===== src/rtl/hwpe_stream_fifo_thr.sv =====
// hwpe_stream_fifo_thr
//   Stream FIFO with optional zero-latency fall-through path, occupancy count
//   and threshold status flags.
//
//   Optional feature macro: HWPE_STREAM_FIFO_THR_PEAK_EN adds peak_o, the
//   high-water mark of count_o since the last reset or clear.
//
// Ports
//   clk_i, rst_i            clock, synchronous active-high reset
//   clear_i                 synchronous flush, discards same-cycle handshakes
//   push_valid_i/ready_o    input stream handshake
//   push_data_i/strb_i      input payload and byte strobes
//   pop_valid_o/ready_i     output stream handshake
//   pop_data_o/strb_o       oldest entry (all-zero when pop_valid_o is low)
//   count_o                 stored entry count
//   empty_o, full_o         count_o == 0 / count_o == FIFO_DEPTH
//   almost_empty_o          count_o <= AE_THRESH
//   almost_full_o           count_o >= AF_THRESH
//   peak_o                  high-water mark (macro build only)
module hwpe_stream_fifo_thr #(
  parameter int unsigned DATA_WIDTH   = 32,
  parameter int unsigned FIFO_DEPTH   = 8,
  parameter int unsigned FALL_THROUGH = 0,
  parameter int unsigned AF_THRESH    = FIFO_DEPTH - 1,
  parameter int unsigned AE_THRESH    = 1,
  localparam int unsigned STRB_W      = DATA_WIDTH / 8,
  localparam int unsigned CW          = $clog2(FIFO_DEPTH + 1)
) (
  input  logic                  clk_i,
  input  logic                  rst_i,
  input  logic                  clear_i,
  input  logic                  push_valid_i,
  output logic                  push_ready_o,
  input  logic [DATA_WIDTH-1:0] push_data_i,
  input  logic [STRB_W-1:0]     push_strb_i,
  output logic                  pop_valid_o,
  input  logic                  pop_ready_i,
  output logic [DATA_WIDTH-1:0] pop_data_o,
  output logic [STRB_W-1:0]     pop_strb_o,
  output logic [CW-1:0]         count_o,
  output logic                  empty_o,
  output logic                  full_o,
  output logic                  almost_empty_o,
  output logic                  almost_full_o
`ifdef HWPE_STREAM_FIFO_THR_PEAK_EN
  ,
  output logic [CW-1:0]         peak_o
`endif
);

  localparam int unsigned PW   = (FIFO_DEPTH > 1) ? $clog2(FIFO_DEPTH) : 1;
  localparam int unsigned EW   = DATA_WIDTH + STRB_W;
  localparam bit          FT   = (FALL_THROUGH != 0);
  localparam logic [PW-1:0] LAST = PW'(FIFO_DEPTH - 1);

  if (FIFO_DEPTH < 2) begin : g_err_depth
    $error("hwpe_stream_fifo_thr: FIFO_DEPTH must be >= 2");
  end
  if (AF_THRESH > FIFO_DEPTH) begin : g_err_af
    $error("hwpe_stream_fifo_thr: AF_THRESH must be <= FIFO_DEPTH");
  end
  if (AE_THRESH >= FIFO_DEPTH) begin : g_err_ae
    $error("hwpe_stream_fifo_thr: AE_THRESH must be < FIFO_DEPTH");
  end
  if ((DATA_WIDTH % 8) != 0 || DATA_WIDTH == 0) begin : g_err_dw
    $error("hwpe_stream_fifo_thr: DATA_WIDTH must be a non-zero multiple of 8");
  end

  logic [EW-1:0] mem_q [FIFO_DEPTH];
  logic [PW-1:0] wptr_q, wptr_d;
  logic [PW-1:0] rptr_q, rptr_d;
  logic [CW-1:0] count_q, count_d;

  logic stored_valid;
  logic push_hs, pop_hs, bypass;
  logic wr_en, rd_en;

  assign stored_valid   = (count_q != '0);
  assign push_ready_o   = (count_q < CW'(FIFO_DEPTH));
  assign count_o        = count_q;
  assign empty_o        = (count_q == '0);
  assign full_o         = (count_q == CW'(FIFO_DEPTH));
  assign almost_full_o  = (count_q >= CW'(AF_THRESH));
  assign almost_empty_o = (count_q <= CW'(AE_THRESH));

  // Output mux: on an empty fall-through FIFO the input stream is presented
  // directly; otherwise the head slot, forced to zero when nothing is valid.
  always_comb begin
    pop_valid_o = stored_valid;
    pop_data_o  = '0;
    pop_strb_o  = '0;
    if (FT && !stored_valid) begin
      pop_valid_o = push_valid_i;
      if (push_valid_i) begin
        pop_data_o = push_data_i;
        pop_strb_o = push_strb_i;
      end
    end else if (stored_valid) begin
      {pop_strb_o, pop_data_o} = mem_q[rptr_q];
    end
  end

  // A simultaneous push/pop on an empty fall-through FIFO is served by the
  // bypass mux alone, so storage, pointers and count stay untouched.
  always_comb begin
    push_hs = push_valid_i & push_ready_o;
    pop_hs  = pop_valid_o & pop_ready_i;
    bypass  = FT & ~stored_valid & push_hs & pop_hs;
    wr_en   = push_hs & ~bypass & ~clear_i & ~rst_i;
    rd_en   = pop_hs & ~bypass & ~clear_i;
  end

  always_comb begin
    wptr_d  = wptr_q;
    rptr_d  = rptr_q;
    count_d = count_q;
    if (clear_i) begin
      wptr_d  = '0;
      rptr_d  = '0;
      count_d = '0;
    end else begin
      if (wr_en) begin
        wptr_d = (wptr_q == LAST) ? '0 : wptr_q + PW'(1);
      end
      if (rd_en) begin
        rptr_d = (rptr_q == LAST) ? '0 : rptr_q + PW'(1);
      end
      case ({wr_en, rd_en})
        2'b10:   count_d = count_q + CW'(1);
        2'b01:   count_d = count_q - CW'(1);
        default: count_d = count_q;
      endcase
    end
  end

  always_ff @(posedge clk_i) begin
    if (rst_i) begin
      wptr_q  <= '0;
      rptr_q  <= '0;
      count_q <= '0;
    end else begin
      wptr_q  <= wptr_d;
      rptr_q  <= rptr_d;
      count_q <= count_d;
    end
  end

  // Storage is not reset: a slot is only ever presented after being written.
  always_ff @(posedge clk_i) begin
    if (wr_en) begin
      mem_q[wptr_q] <= {push_strb_i, push_data_i};
    end
  end

`ifdef HWPE_STREAM_FIFO_THR_PEAK_EN
  logic [CW-1:0] peak_q, peak_d;

  always_comb begin
    peak_d = peak_q;
    if (clear_i) begin
      peak_d = '0;
    end else if (count_d > peak_q) begin
      peak_d = count_d;
    end
  end

  always_ff @(posedge clk_i) begin
    if (rst_i) begin
      peak_q <= '0;
    end else begin
      peak_q <= peak_d;
    end
  end

  assign peak_o = peak_q;
`endif

endmodule


===== config.mk =====
export PLATFORM = sky130hd
export DESIGN_NAME = hwpe_stream_fifo_thr
export DESIGN_NICKNAME = d
export VERILOG_FILES = /design/src/rtl/hwpe_stream_fifo_thr.sv
export SDC_FILE = /design/constraint.sdc
export NUM_CORES = 1
export LEC_CHECK = 0
export CORE_MARGIN = 3
export CORE_UTILIZATION = 34
export CTS_CLUSTER_DIAMETER = 50
export CTS_CLUSTER_SIZE = 8
export DETAILED_ROUTE_END_ITERATION = 12
export PLACE_DENSITY = 0.54
export SYNTH_ARGS = -nofsm -noshare
export SYNTH_HDL_FRONTEND = slang
export SYNTH_SLANG_ARGS = --single-unit

===== constraint.sdc =====
create_clock -name clk_i -period 4.72 [get_ports clk_i]
set_input_delay 1.416 -clock clk_i [delete_from_list [all_inputs] [get_ports clk_i]]
set_output_delay 1.416 -clock clk_i [all_outputs]
set_load 0.03 [all_outputs]

[Word level (Yosys, flattened, before mapping)]
Memories as Yosys holds them, arrays and structs flattened. A register that Yosys moved wholly into a read port is not among the register bits.
Index checks and enable logic that the tools add are counted.
Cells by class
  bitwise operators: 7
  reduce and logical (&&, ||, !) cells: 4
  eq/ne operators: 5
  magnitude comparators: 3
  multiplexer cells: 9
  add/subtract/negate cells: 4
Operator list (number)
  $mux W32: 1
  $mux W3: 4
  $pmux W4 S2: 1
  $add A3 B1 Y3 const B: 2
  $eq A3 B3 Y1 const B: 2
  $and A1 B1 Y1: 5
  $add A4 B1 Y4 const B: 1
  $eq A4 B4 Y1 const B: 1
  $ge A4 B3 Y1 const B: 1
  $le A4 B1 Y1 const B: 1
  $logic_not A4 Y1: 1
  $lt A4 B4 Y1 const B: 1
  $mux W4: 1
  $reduce_bool A4 Y1: 1
  $sub A4 B1 Y4 const B: 1
  $eq A2 B1 Y1 const B: 1
  $eq A2 B2 Y1 const B: 1
  $mux W1: 2
  $not A1 Y1: 2
  $reduce_bool A2 Y1: 1
  $reduce_or A2 Y1: 1
Word-level totals
  flip-flop bits (word level): 10
  memory bits (writable): 288
  output and inout bits: 46
  memories: 1
Memories
  mem_q: depth 8, width 36, rd ports 1, clocked after Yosys merged registers in 1, wr ports 1, RTL line 69  | logic [EW-1:0] mem_q [FIFO_DEPTH];

[Depth between registers and ports, before layout]
Gate-level depths: netlist of the first run.
  word-level depth: 6
  mapped depth: 10
  gate-level depth less buffers: 9

[Worst setup path after synthesis of the first run]
OpenSTA, ideal clock, no wires.
  kind: input to register
  start point: in push_valid_i
  end point: mem mem_q[1][0] (netlist name), enable pin
  arrival time: 4438 ps
  slack: -192 ps
  required time: 4246 ps
  library setup time: 474 ps
  stages: 4
  cell sequence: nor2b_1 clkbuf_1 nand3_1 nor3_1
Between the ends
  word-level cells in the longest chain between the ends: 5
Ends and longest elaborated chain
  start: declaration: RTL line 32  | input logic push_valid_i,
  $and A1 B1 Y1: RTL line 106  | push_hs = push_valid_i & push_ready_o;
  $and A1 B1 Y1 (2 in series): RTL line 109  | wr_en = push_hs & ~bypass & ~clear_i & ~rst_i;
  $mux W1: RTL line 150  | if (wr_en) begin
  $mux W1 (not written as such): RTL line 151  | mem_q[wptr_q] <= {push_strb_i, push_data_i};
  end: declaration: RTL line 69
Every way passes these cells.

[Worst setup path after layout of the first run]
  start point: reg count_q[0] (netlist: count_o[0])
  end point: out pop_data_o[12]
Between the ends
  word-level cells in the longest chain between the ends: 2
Ends and longest elaborated chain
  start: declaration: RTL line 72  | logic [CW-1:0] count_q, count_d;
  start signal: assignment: RTL line 144  | count_q <= count_d;
  $reduce_bool A4 Y1: RTL line 78  | assign stored_valid = (count_q != '0);
  $mux W32: RTL line 98  | end else if (stored_valid) begin
  end: declaration: RTL line 38  | output logic [DATA_WIDTH-1:0] pop_data_o,
Every way passes these cells.

==> impl_metrics.ini, run 1 <==
[run_status]
outcome = complete, no violations

[timing]
final_max_slew_viol_count = 0
tns_ns = 0
hold_viol = 0
fin_skew_ns = 0.0168
post-route-period-util_pct = 94.6
fmax_mhz = 224
max_slew_margin_pct = 61.8
rsz0062_at_grt = false
tightest_slew_ns = 0.573
finalSetupViolations = 0
fin_crit_ns = 4.47

[pwr]
p_total_mw = 5.88
p_leak_nw = 4.43
powerDensity_mw_per_mm2 = 411
max-vdd-ir-drop_mv = 0.228

[detailed_routing]
drc_errors = 0
viasPerCell = 5.06
drt-pass1-iter-count = 4
wl_per_cell_microns = 23.3
ant_nets = 0
drt_iter0_drc = 319
vias = 5503
wl_microns = 25400

[worst_setup_path]
crit_path_start = count_o[0]
worstSetupEndpointType = output pin
startpoint_type = flop
r2r_start = count_o[0]
worstPathArrival_ns = 3.05
critPathMaxFanout = 15
critical_path_class = reg2out
critPathRequiredTime_ns = 3.30

[cts]
clkSinkCount = 301
ctsHoldBuffers = 0
clkTransAtPathRegs_ns = 0.05
clock_latency_ns = 0.52
clockRootBuffer = clkbuf_16
ctsHtreeMaxLevel = 2
cts_tree = built
cts_buffer_depth = 3
cts_buffers = 44
postCtsSetupRepairBufs = 0

[place]
place_hpwl_microns = 14200
gp_congestion = 0.742
io_buffers = 86
dp.cells = 1031
placedInstanceArea_sq_mm = 0.0131

[floorplanning]
die_width_microns = 190
dieHeight_microns = 190
pin_count = 87
start_util_pct = 34.9
die_area_sq_mm = 0.0360
rows = 66
fp.coreArea_sq_mm = 0.0329

[global_routing]
grt_pass1_wl_microns = 37700
antenna_found_initial = 1
grt_max_degree = 37
grtUsageTotal_pct = 14.0
grt-ovfl-total = 0
grt_pass1_vias = 6149

[synthesis]
syn-instance-count = 506
synth.net_count = 555
netlist-cell-type-count = 32
ys_ff_latch = 301
syn_area_sq_mm = 0.0115
seq_area_frac_synth_pct = 77.7
ys.warnings.count = 0
syn_avg_cell_area_sq_um = 22.7

[finish]
area_growth_syn_to_layout_pct = 24.6
drive_gt1_share_pct = 25.9
final_common_cell = edfxtp_1
utilization_pct = 43.5
num-nets-final = 685
mostFrequentLayoutCells = edfxtp_1, clkdlybuf4s50_1, mux4_2
diodes = 0
fin_area_sq_mm = 0.0143
stdcell_count = 1087
nFillCells = 2888

[hold_path]
min_path_type = reg2reg
min_from = rptr_q[1]

[run]
max-cap-violations = 0
power breakdown:
| part | total [mW] | leakage [nW] | internal [mW] | switching (mW) |
|---|---|---|---|---|
| combinational | 0.192 | 1.14 | 0.0849 | 0.107 |
| sequential | 2.95 | 2.70 | 2.95 | 0.00594 |
| clock | 2.73 | 0.580 | 1.71 | 1.03 |
worst paths after layout:
kind | depth (start not counted) | slack, ns | to
worst max-delay path | 8 | 0.25 | pop_data_o[12]
worst min-delay path | 2 | 0.51 | flop
worst max register to register | 9 | 1.96 | count_o[3]
worst min register to register | 2 | 0.51 | flop
cell usage after synthesis:
cell	count	area share [%]
o21ai_0	4	0.17
or2_2	1	0.055
nand3b_1	1	0.066
nand2_1	7	0.23
or4_1	1	0.066
or3b_1	1	0.076
and2_4	1	0.076
a22o_1	30	2.3
nand3_1	2	0.087
buf_8	3	0.39
buf_6	2	0.20
nor2_1	15	0.49
mux2i_1	5	0.44
a21oi_1	5	0.22
or4b_2	1	0.087
mux4_2	72	14
inv_2	1	0.033
nor3_1	4	0.17
a211oi_1	1	0.066
xor2_1	2	0.15
buf_2	11	0.48
edfxtp_1	288	75
a22o_2	6	0.52
ha_1	8	0.87
clkbuf_1	10	0.33
nand4b_1	2	0.15
nand2b_1	2	0.11
or3_2	1	0.066
dfxtp_1	13	2.3
nor2b_1	1	0.055
nor2_2	1	0.055
inv_1	4	0.13
stage by stage:
stage	worst slack, ns	hold WS (ns)
3_3_place_gp	0.737	0.476
4_1_cts	0.0748	0.509
6_report	0.255	0.506
2_1_floorplan	0.766	0.468
5_1_grt	0.0801	0.530
3_5_place_dp	0.644	0.501
layout make-up:
cell class | instances | area, sq um | share of cell area, %
clock buffer | 50 | 1120 | 7.87
clock inverter | 5 | 63.8 | 0.447
inverter | 5 | 18.8 | 0.131
multi-input combinational | 175 | 2460 | 17.2
sequential | 301 | 8920 | 62.4
tap | 442 | 553 | 3.87
timing repair buffer | 109 | 1150 | 8.05
timing repair:
action                                  CTS  global route
gates resized for setup                   0             3
endpoints found under the hold margin     0             0
endpoints found under the setup margin    0             2
cells by family (layout without fill, tap and decap cells):
| logic type | after synthesis | in the layout | synth area share, % |
|---|---|---|---|
| mux | 77 | 77 | 14.6 |
| flops | 301 | 301 | 77.7 |
| simple gates | 41 | 42 | 1.84 |
| fa+ha+maj | 8 | 8 | 0.873 |
| xor+xnor | 2 | 2 | 0.153 |
| compound gates | 46 | 46 | 3.27 |
| buf+inv | 31 | 169 | 1.56 |
critical path, stage by stage (launching register included):
cell and delay, ns:
dfxtp_1 0.47, inv_1 0.09, ha_1 0.24, or3b_4 0.31, inv_2 0.10, nor2_4 0.13, buf_4 0.29, a22o_1 0.21
clkdlybuf4s50_1 0.68
routing by layer:
metal / vias up / part of all wire, % / track usage (%) / wire (microns)
met3: 44 / 4.5 / 3.26 / 1150
met2: 130 / 51 / 23.9 / 12800
met1: 2935 / 43 / 18.0 / 10800
met4: 2 / 2.2 / 4.15 / 567
met5: - / 0.079 / 0 / 20
li1: 2392 / - / - / -
registers in the layout, summed over array words and instances (netlist names), named ones only:
register,flops
rptr_q,3
count_o,4
mem_q,288
wptr_q,3
(Power assumes the default switching activity.)
==> run 2, diff against run 1 <==
--- a/config.mk
+++ b/config.mk
@@ -11,6 +11,7 @@
 export CTS_CLUSTER_SIZE = 8
 export DETAILED_ROUTE_END_ITERATION = 12
 export PLACE_DENSITY = 0.54
+export REMOVE_ABC_BUFFERS = 1
 export SYNTH_ARGS = -nofsm -noshare
 export SYNTH_HDL_FRONTEND = slang
 export SYNTH_SLANG_ARGS = --single-unit
==> impl_metrics.ini, run 2 (synthesis results as in run 1) <==
[run_status]
outcome = complete, no violations

[detailed_routing]
wl_per_cell_microns = 23.1
drc_errors = 0
wl_microns = 25400
vias = 5511
drt_iter0_drc = 358
drt-pass1-iter-count = 4
ant_nets = 0
viasPerCell = 5.01

[cts]
clockRootBuffer = clkbuf_16
clkTransAtPathRegs_ns = 0.05
postCtsSetupRepairBufs = 0
clkSinkCount = 301
cts_buffers = 44
cts_resized = 0
cts_buffer_depth = 3
clock_latency_ns = 0.52
ctsHtreeMaxLevel = 2
ctsHoldBuffers = 0
cts_tree = built

[worst_setup_path]
startpoint_type = flop
worstPathArrival_ns = 3.09
worstSetupEndpointType = output pin
r2r_start = count_o[0]
critPathRequiredTime_ns = 3.30
crit_path_start = count_o[0]
critical_path_class = reg2out
reg2reg_depth = 9
critPathMaxFanout = 19
ff2ff_setup_slack_ns = 1.99

[floorplanning]
die_width_microns = 190
fp.coreArea_sq_mm = 0.0329
die_area_sq_mm = 0.0360
start_util_pct = 34.9
rows = 66
pin_count = 87
dieHeight_microns = 190

[global_routing]
grt_pass1_vias = 6163
use_met3_pct = 3.17
grt_pass1_wl_microns = 38600
grt_max_degree = 47
grt_use_met2_pct = 23.1
grt-busiest-layer = met2
antenna_found_initial = 1
grt-ovfl-total = 0
use_met1_pct = 19.3
grtUsageTotal_pct = 14.2

[timing]
fin_skew_ns = 0.00887
hold_viol = 0
finalSetupViolations = 0
tightest_slew_ns = 0.599
final_max_slew_viol_count = 0
holdWs_ns = 0.523
fmax_mhz = 222
fin_crit_ns = 4.51
rsz0062_at_grt = false
post-route-period-util_pct = 95.5
max_slew_margin_pct = 60.0

[place]
place_hpwl_microns = 14500
gp_congestion = 0.696
io_buffers = 86

[finish]
regMostFlops = mem_q
largest_reg_flops = 288
num-nets-final = 686
reg.largest.list = mem_q: 288 flops, count_o: 4 flops
area_growth_syn_to_layout_pct = 25.4
diodes = 0
final_common_cell = edfxtp_1
drive_gt1_share_pct = 25.5
mostFrequentLayoutCells = edfxtp_1, clkdlybuf4s50_1, mux4_2

[pwr]
max-vdd-ir-drop_mv = 0.240
p_total_mw = 5.95
powerDensity_mw_per_mm2 = 414
p_leak_nw = 4.47

[hold_path]
hold_depth = 2
min_path_type = reg2reg
min_from = rptr_q[2]

[run]
max-cap-violations = 0
## run 2: worst paths after layout
kind,to
worst max register to register,count_o[3]
worst min register to register,flop
worst min-delay path,flop
worst max-delay path,pop_data_o[24]
## run 2: per-stage QoR
step           TNS [ns]  util [%]  cell area, sq um  std cells  setup WS [ns]
3_3_place_gp          0      39.9             13100       1032          0.795
5_1_grt               0      43.7             14400       1101         0.0473
6_report              0      43.7             14400       1101          0.214
2_1_floorplan    -43.91         -             11300        480         -0.743
4_1_cts               0      43.7             14400       1100          0.132
3_5_place_dp          0      39.9             13100       1032          0.715
## run 2: report_power, final
part	total (mW)	internal, mW	switching, mW
registers	2.95	2.94	0.00616
clock network	2.81	1.74	1.07
logic	0.196	0.0873	0.108
## run 2: worst max-delay path, stage by stage, from the launching register on
cell,delay [ns]
dfxtp_1,0.46
inv_1,0.08
ha_1,0.25
or3b_4,0.33
inv_2,0.11
nor2_4,0.19
buf_12,0.22
a22o_1,0.23
clkdlybuf4s50_1,0.70
## run 2: per-layer routing
| metal | vias up | part of all wire [%] |
|---|---|---|
| li1 | 2410 | - |
| met1 | 2904 | 43 |
| met2 | 149 | 48 |
| met3 | 46 | 5.4 |
| met4 | 2 | 2.9 |
| met5 | - | 0.051 |
## run 2: final cells by class
class / instances / area, sq um
Fill cell: 2870 / 18500
Sequential cell: 301 / 8920
Multi-Input combinational cell: 175 / 2450
Tap cell: 442 / 553
Timing Repair Buffer: 110 / 1190
Clock inverter: 4 / 51.3
Inverter: 5 / 18.8
Clock buffer: 64 / 1200
